===== src/rtl/clk_gen.sv =====
`default_nettype none
// ============================================================================
// Module   : clk_gen
// Purpose  : Free-running divider producing a 50% duty slow clock plus
//            single-cycle rising/falling edge strobes, all registered.
// Revision : 1.0
// ============================================================================
module clk_gen #(
    parameter longint MAIN_CLK_HZ = 50_000_000,
    parameter longint CLK_HZ      = 10_000,
    parameter bit     CLK_INIT    = 1'b1
) (
    input  logic in_clk,
    input  logic in_rst,
    output logic out_clk,
    output logic out_clk_re,
    output logic out_clk_fe
);

    // Guard the division so an illegal parameter set reaches the error below
    localparam longint HALF_RAW = (CLK_HZ > 0 && MAIN_CLK_HZ > 0) ?
                                  MAIN_CLK_HZ / (2 * CLK_HZ) : 64'sd1;
    localparam longint HALF     = (HALF_RAW < 1) ? 64'sd1 : HALF_RAW;
    localparam int     CNT_W    = $clog2(HALF) + 1;
    localparam logic [CNT_W-1:0] CNT_LAST = CNT_W'(HALF - 1);

    generate
        if (CLK_HZ <= 0 || MAIN_CLK_HZ <= 0) begin : g_bad_param
            $error("clk_gen: CLK_HZ and MAIN_CLK_HZ must both be positive");
        end
    endgenerate

    logic [CNT_W-1:0] cnt_q, cnt_d;
    logic             clk_q, clk_d;
    logic             re_q, re_d;
    logic             fe_q, fe_d;
    logic             toggle;

    always_comb begin
        toggle = (cnt_q == CNT_LAST);
        cnt_d  = toggle ? '0 : cnt_q + CNT_W'(1);
        clk_d  = toggle ? ~clk_q : clk_q;
        // Strobes land in the same cycle as the new out_clk level
        re_d   = toggle & ~clk_q;
        fe_d   = toggle &  clk_q;
    end

    always_ff @(posedge in_clk or negedge in_rst) begin
        if (!in_rst) begin
            cnt_q <= '0;
            clk_q <= CLK_INIT;
            re_q  <= 1'b0;
            fe_q  <= 1'b0;
        end else begin
            cnt_q <= cnt_d;
            clk_q <= clk_d;
            re_q  <= re_d;
            fe_q  <= fe_d;
        end
    end

    assign out_clk    = clk_q;
    assign out_clk_re = re_q;
    assign out_clk_fe = fe_q;

endmodule
`default_nettype wire


===== config.mk =====
export PLATFORM = sky130hd
export DESIGN_NAME = clk_gen
export DESIGN_NICKNAME = d
export VERILOG_FILES = /design/src/rtl/clk_gen.sv
export SDC_FILE = /design/constraint.sdc
export NUM_CORES = 1
export LEC_CHECK = 0
export CAP_MARGIN = 20
export CORE_ASPECT_RATIO = 1.2
export CORE_UTILIZATION = 36
export CTS_CLUSTER_SIZE = 30
export DETAILED_ROUTE_END_ITERATION = 8
export GPL_ROUTABILITY_DRIVEN = 0
export GPL_TIMING_DRIVEN = 0
export MAX_ROUTING_LAYER = met4
export PLACE_DENSITY = 0.61
export SYNTH_ARGS = -nofsm -noshare
export SYNTH_HDL_FRONTEND = slang
export SYNTH_SLANG_ARGS = --single-unit

===== constraint.sdc =====
create_clock -name in_clk -period 2.1 [get_ports in_clk]
set_clock_uncertainty 0.1 [all_clocks]
set_input_delay 0.315 -clock in_clk [delete_from_list [all_inputs] [get_ports in_clk]]
set_output_delay 0.315 -clock in_clk [all_outputs]
set_load 0.05 [all_outputs]

[Yosys cells after proc, flatten, opt, wreduce, memory -nomap -nowiden]
Cells that the tools add are included.
Storage, ports and cells
  bits in registers: 16
  word-level logic and storage cells: 10
Operators by class
  add/subtract/negate cells: 1
  equality and inequality tests: 1
  mux-type cells: 1
  bitwise operators: 3
Operator list (number)
  adder 13 x 1 -> 13 bit (second input constant): 1
  == test 13 x 12 -> 1 bit (second input constant): 1
  two-way mux 13 bit: 1
  AND 1 bit: 2
  NOT 1 bit: 1

[Depth between registers and ports, before layout]
Gate-level depths: netlist of run 1.
  depth in word-level cells: 2
  depth in mapped cells: 4
  gate-level depth less buffers: 4

[Worst setup path before layout of run 1]
OpenSTA, ideal clock, no wires.
  path type: register -> register
  start point: register cnt_q[3]
  end point: register cnt_q[1]
  data arrival time: 1.598 ns
  required time: 1.882 ns
  slack: 0.284 ns
  stages on the path, launching flop included: 4
  buffers on the path: 0
  clock period less this slack: 1.816 ns
  cells stage by stage: dfrtp_1 > or4b_4 > nor4_4 > and2b_1
On the way
  cells in the longest elaborated chain, start to end: 2
RTL lines
  start: declaration: RTL line 33  | logic [CNT_W-1:0] cnt_q, cnt_d;
  start signal: assignment: RTL line 55  | cnt_q <= cnt_d;
  == test 13 x 12 -> 1 bit: RTL line 40  | toggle = (cnt_q == CNT_LAST);
  two-way mux 13 bit: RTL line 41  | cnt_d = toggle ? '0 : cnt_q + CNT_W'(1);
  net cnt_d[1]: RTL line 33
The timed path passes the listed nets, and every way through them passes these cells.
A chain may end at the register's enable or synchronous reset.

[Worst setup path in the final report of run 1]
Same ends and word-level chain as after synthesis.

==> results of run 1 <==
==> worst reg2reg max path, delay by kind of cell (launching register included) <==
| family | cells | cell delay (ns) |
|---|---|---|
| flops | 1 | 0.45 |
| simple gates | 3 | 1.25 |
==> registers in the layout, summed over array words and instances (netlist names) <==
register	count
cnt_q	13
out_clk_fe	1
out_clk_re	1
out_clk	1
==> stage by stage <==
step | utilization [%] | power (mW) | worst slack, ns
floorplan | - | 0.3140 | 0.2840
global placement | 42.38 | 0.3217 | 0.09329
detailed placement | 42.38 | 0.3217 | 0.09289
CTS | 44.32 | 0.5241 | 0.01061
global route | 44.45 | 0.5413 | 0.07899
finish | 44.45 | 0.5153 | 0.2060
==> kinds of logic (layout without fill, tap and decap cells) <==
group,Yosys count,count (layout),synth area share (%)
AO/OA/AOI/OAI,8,8,5.832
buffers and inverters,1,9,0.5141
AND/OR/NAND/NOR,31,31,27.27
XOR/XNOR,8,8,9.605
flip-flops,16,16,55.06
adder cells (fa/ha/maj),1,1,1.715
==> synth_stat cells, types with 2 or more instances <==
cell | number | area, um2
nor4_1 | 3 | 18.77
dfrtp_1 | 15 | 375.4
xor2_1 | 4 | 35.03
a21oi_1 | 5 | 25.02
and2_1 | 2 | 12.51
nand2_1 | 4 | 15.01
o21ai_0 | 2 | 10.01
nor2_1 | 3 | 11.26
nand3_1 | 5 | 25.02
nand4_1 | 2 | 12.51
and4_1 | 2 | 17.52
xnor2_1 | 4 | 35.03
or3_1 | 3 | 18.77
==> cell usage in the layout, fill, tap and decap left out <==
master | synthesis | routed
xor2_1 | 4 | 4
or4_1 | 1 | 1
nand4_1 | 2 | 2
nor4_4 | 1 | 1
nand2_1 | 4 | 4
dfstp_2 | 1 | 1
or3_1 | 3 | 3
and2_1 | 2 | 2
nand2b_1 | 1 | 1
o31ai_1 | 1 | 1
nor2_1 | 3 | 3
and4_1 | 2 | 2
dlymetal6s2s_1 | 0 | 1
clkdlybuf4s50_1 | 0 | 3
a21oi_1 | 5 | 5
nor3_1 | 1 | 1
inv_1 | 1 | 1
xnor2_1 | 4 | 4
clkbuf_8 | 0 | 1
o21ai_0 | 2 | 2
nand3_1 | 5 | 5
nor2b_1 | 1 | 1
ha_1 | 1 | 1
clkbuf_4 | 0 | 3
nor4_1 | 3 | 3
and2b_1 | 1 | 1
dfrtp_1 | 15 | 15
or4b_4 | 1 | 1
==> power groups by stage <==
stage          clock (mW)  combinational [mW]  sequential [mW]
4_1_cts             0.208             0.00780            0.308
6_report            0.200             0.00706            0.308
3_5_place_dp            0             0.00776            0.314
2_1_floorplan           0         0.000000105            0.314
5_1_grt             0.224             0.00886            0.308
3_3_place_gp            0             0.00777            0.314
==> routing by layer <==
metal | GRT usage, % | part of all wire, % | up-vias
met2 | 22.64 | 52 | 6
met4 | 10.10 | 3.2 | 0
met5 | - | 0 | -
met3 | 3.534 | 2.8 | 5
li1 | - | - | 254
met1 | 16.14 | 42 | 255
==> path summary, 6_finish.rpt <==
| check | end | depth (start not counted) |
|---|---|---|
| setup / recovery | cnt_q[1]$_DFF_PN0_ | 3 |
| hold / removal | cnt_q[8]$_DFF_PN0_ | 1 |
| setup reg to reg | cnt_q[1]$_DFF_PN0_ | 3 |
| hold reg to reg | cnt_q[0]$_DFF_PN0_ | 1 |
| max in group asynchronous | cnt_q[3]$_DFF_PN0_ | 1 |
| min in group in_clk | cnt_q[0]$_DFF_PN0_ | 1 |
==> cell type report <==
cell class	instances	area (um2)	area share (%)
clock buffers	4	36.28	4.361
inverters	1	3.754	0.4511
multi-input cells	48	324.1	38.95
flip-flops and latches	16	401.6	48.27
well taps	19	23.77	2.857
repair buffers	4	42.54	5.113
==> impl_metrics.yaml, run 1 <==
drt:
  wl_per_cell_um: 13.40
  drtIter0Drc: 7
  viasPerCell: 5.652
  drc: 0
  finalWirelength_um: 1233
  detailroute.via_count: 520
  ant_nets: 0
  firstDrtPassIters: 4
timing:
  tns_ns: 0
  report.final.hold_viol_count: 0
  rsz0062_at_grt: "no"
  max_freq_mhz: 528.0
  period_minus_slack_ns: 1.894
  slew_headroom_pct: 54.85
  setup_viol: 0
  fin_hold_ws_ns: 0.3346
  worst_pin_slew_ns: 0.6751
  slew_viol_final: 0
  period_share_pct: 90.19
synthesis:
  async_flop_share_pct: 100.0
  synth_cell_types: 24
  synth_edf_count: 0
  synth.avg_cell_area_um2: 11.22
  synthFlopType: "dfrtp_1"
  syn_area_um2: 729.5
  ys_seq_elements: 16
  yosys_warnings: 0
  syn-num-nets: 68
  synthCells: 65
  ys_seq_area_share_pct: 55.06
clock_tree:
  cts_tree: "built"
  clock_sinks: 16
  cts_made_buffers: 3
  path_clk_slew_ns: 0.09
  ctsRootBufferMaster: "clkbuf_4"
  htree_levels: 1
  cts_buffer_depth: 2
  cts_setup_buffers: 0
  hold_buffers: 0
  cts_resized: 0
  clk_latency_ns: 0.28
critical_path:
  critPathArrivalTime_ns: 1.98
  crit_chain: "or4b_4 > nor4_4 > and2b_1"
  crit_path_max_fanout: 10
  start_kind: "flop"
  startpoint: "cnt_q[3]$_DFF_PN0_"
  crit_buf_inv: 0
  cp_slowest_stage_delay_ns: 0.55
  critPathTopFamily: "simple AND/OR/NAND/NOR gates"
  crit_type: "flop to flop"
  crit_slowest_cell: "or4b_4"
  r2r_start: "cnt_q[3]$_DFF_PN0_"
  rrSetupSlack_ns: 0.21
  worst_ep_required_time_ns: 2.18
  end_kind: "flop"
global_routing:
  grt_pass1_wl_um: 2263
  track_usage_pct: 14.51
  grt_max_degree: 17
  antenna_found_initial: 0
  grt_pass1_vias: 530
  overflow: 0
layout:
  antenna_cells: 0
  nets: 77
  num-fill-cells: 192
  fin_area_um2: 832.0
  area_delta_synth_final_pct: 14.07
  layout.cells.non_filler: 92
  layout-drive-gt1-share_pct: 9.589
die:
  num_rows: 17
  die_x_um: 43.09
  die_h_um: 51.31
  ios: 5
  initial_core_util_pct: 38.97
  coreArea_um2: 1872
  die-area_um2: 2211
placed_design:
  dp_cells: 88
  dpl_cell_area_um2: 793.3
  portBuffers: 4
power:
  p_seq_share_pct: 59.8
  power_density_nw_per_um2: 619.3
  netSwitchingPower_uw: 100.2
  p_int_uw: 415.1
  leakage_nw: 0.3643
  swShare_pct: 19.45
  power.share.clock_pct: 38.9
  combPwrFrac_pct: 1.4
  peakVddDrop_mv: 0.3647
outcome:
  run_status: "finished, final reports clean"
flow_run:
  max_cap_violations: 0
worst_hold_path:
  hold_class: "input port to async pin"
Power figures use the tool's default switching activity.
==> run 2, diff against run 1 <==
--- a/config.mk
+++ b/config.mk
@@ -14,6 +14,7 @@
 export GPL_TIMING_DRIVEN = 0
 export MAX_ROUTING_LAYER = met4
 export PLACE_DENSITY = 0.61
+export SLEW_MARGIN = 30
 export SYNTH_ARGS = -nofsm -noshare
 export SYNTH_HDL_FRONTEND = slang
 export SYNTH_SLANG_ARGS = --single-unit
==> results of run 2 <==
Final layout, timing and power as in run 1 (identical DEF).
==> run 3, diff against run 2 <==
--- a/config.mk
+++ b/config.mk
@@ -14,6 +14,7 @@
 export GPL_TIMING_DRIVEN = 0
 export MAX_ROUTING_LAYER = met4
 export PLACE_DENSITY = 0.61
+export RECOVER_POWER = 100
 export SLEW_MARGIN = 30
 export SYNTH_ARGS = -nofsm -noshare
 export SYNTH_HDL_FRONTEND = slang
==> impl_metrics.yaml, run 3 (same netlist as run 1, synthesis figures left out) <==
drt:
  drtIter0Drc: 7
  wl_per_cell_um: 13.60
  drc: 0
  ant_nets: 0
  viasPerCell: 5.652
  detailroute.via_count: 520
  finalWirelength_um: 1251
  firstDrtPassIters: 4
critical_path:
  crit_slowest_cell: "or4b_4"
  cp_slowest_stage_delay_ns: 0.55
  regToRegEndpoint: "cnt_q[1]$_DFF_PN0_"
  start_kind: "flop"
  critPathArrivalTime_ns: 1.99
  rr_worst_depth: 3
  crit_chain: "or4b_4 > nor4_4 > and2b_1"
  rrSetupSlack_ns: 0.20
  crit_type: "flop to flop"
  crit_path_max_fanout: 10
  end_kind: "flop"
  r2r_start: "cnt_q[3]$_DFF_PN0_"
  worst_ep_required_time_ns: 2.19
clock_tree:
  clk_latency_ns: 0.28
  cts_made_buffers: 3
  htree_levels: 1
  cts_setup_buffers: 0
  path_clk_slew_ns: 0.09
  clock_sinks: 16
  ctsRootBufferMaster: "clkbuf_4"
  cts_tree: "built"
  cts_buffer_depth: 2
layout:
  largest_register_ffs: 13
  top_register: "cnt_q"
  layout_commonest_cell: "dfrtp_1"
  ff_latch_area_um2: 401.6
  layout-drive-gt1-share_pct: 9.589
  final_cell_mix: "dfrtp_1, nand3_1, a21oi_1"
  multiInputGateArea_um2: 324.1
  nets: 77
  area_delta_synth_final_pct: 12.86
  num-fill-cells: 193
  antenna_cells: 0
timing:
  worst_pin_slew_ns: 0.6861
  setup_viol: 0
  tns_ns: 0
  slew_headroom_pct: 54.11
  period_share_pct: 90.71
  max_freq_mhz: 524.9
  rsz0062_at_grt: "no"
  slew_viol_final: 0
  period_minus_slack_ns: 1.905
  report.final.hold_viol_count: 0
  fin_hold_ws_ns: 0.3961
die:
  die_h_um: 51.31
  coreArea_um2: 1872
  die-area_um2: 2211
  num_rows: 17
  ios: 5
  initial_core_util_pct: 38.97
  die_x_um: 43.09
global_routing:
  grt_pass1_vias: 530
  grt_max_degree: 17
  overflow: 0
  track_usage_pct: 14.51
  antenna_found_initial: 0
  grt_pass1_wl_um: 2263
placed_design:
  portBuffers: 4
flow_run:
  max_cap_violations: 0
power:
  power_density_nw_per_um2: 626.5
  leakage_nw: 0.3497
  peakVddDrop_mv: 0.3824
worst_hold_path:
  hold_class: "input port to async pin"
outcome:
  run_status: "finished, final reports clean"
[run 3: cell types whose count changed in the layout (fill, tap and decap cells not counted), sizes merged]
cell	change
clkbuf	+1
dlygate4sd3	+3
clkdlybuf4s50	-3
dlymetal6s2s	-1
[run 3: layout make-up]
cell class              instances  area share [%]
flip-flops and latches         16           48.78
multi-input cells              48           39.36
clock buffers                   4           4.407
repair buffers                  4           4.103
well taps                      19           2.888
inverters                       1          0.4559
[run 3: where the power goes]
| part | internal [mW] | leakage (nW) | switching, mW |
|---|---|---|---|
| logic | 0.00126 | 0.123 | 0.00547 |
| registers | 0.308 | 0.205 | 0 |
| clock network | 0.106 | 0.0210 | 0.0956 |
[run 3: worst max-delay path by stage]
| stage | startpoint | endpoint | slack (ns) | depth (start not counted) |
|---|---|---|---|---|
| after floorplan | cnt_q[3]$_DFF_PN0_ | cnt_q[1]$_DFF_PN0_ | 0.28 | 3 |
| after global placement | cnt_q[3]$_DFF_PN0_ | cnt_q[1]$_DFF_PN0_ | 0.09 | 3 |
| after detailed placement | cnt_q[3]$_DFF_PN0_ | cnt_q[1]$_DFF_PN0_ | 0.09 | 3 |
| after CTS | out_clk$_DFFE_PN1N_ | out_clk | 0.01 | 1 |
| after global routing | cnt_q[0]$_DFF_PN0_ | cnt_q[1]$_DFF_PN0_ | 0.08 | 4 |
| final | cnt_q[3]$_DFF_PN0_ | cnt_q[1]$_DFF_PN0_ | 0.20 | 3 |
[run 3: worst max-delay path, delay by kind of cell (launching register included)]
family | cells | cell delay, ns
flops | 1 | 0.45
simple gates | 3 | 1.26
[run 3: repair_timing]
action | in CTS | in global routing
resized for setup | 0 | 1
hold buffers | 0 | 0
endpoints found under the setup margin | 0 | 2
[run 3: layer usage]
layer | track usage [%] | up-vias | wire, um
met5 | - | - | 0
met4 | 10.10 | 0 | 42
met3 | 3.534 | 5 | 33
met2 | 22.64 | 6 | 652
met1 | 16.14 | 256 | 523
li1 | - | 253 | -
[run 3: metrics by stage]
| step | power [mW] | setup WS (ns) | cell area (um2) | util, % | std cells |
|---|---|---|---|---|---|
| finish | 0.5158 | 0.1950 | 823.3 | 43.98 | 92 |
| global route | 0.5409 | 0.07834 | 823.3 | 43.98 | 92 |
| CTS | 0.5241 | 0.01061 | 829.5 | 44.32 | 92 |
| detailed placement | 0.3217 | 0.09289 | 793.3 | 42.38 | 88 |
| global placement | 0.3217 | 0.09329 | 793.3 | 42.38 | 88 |
| floorplan | 0.3140 | 0.2840 | 729.5 | - | 65 |
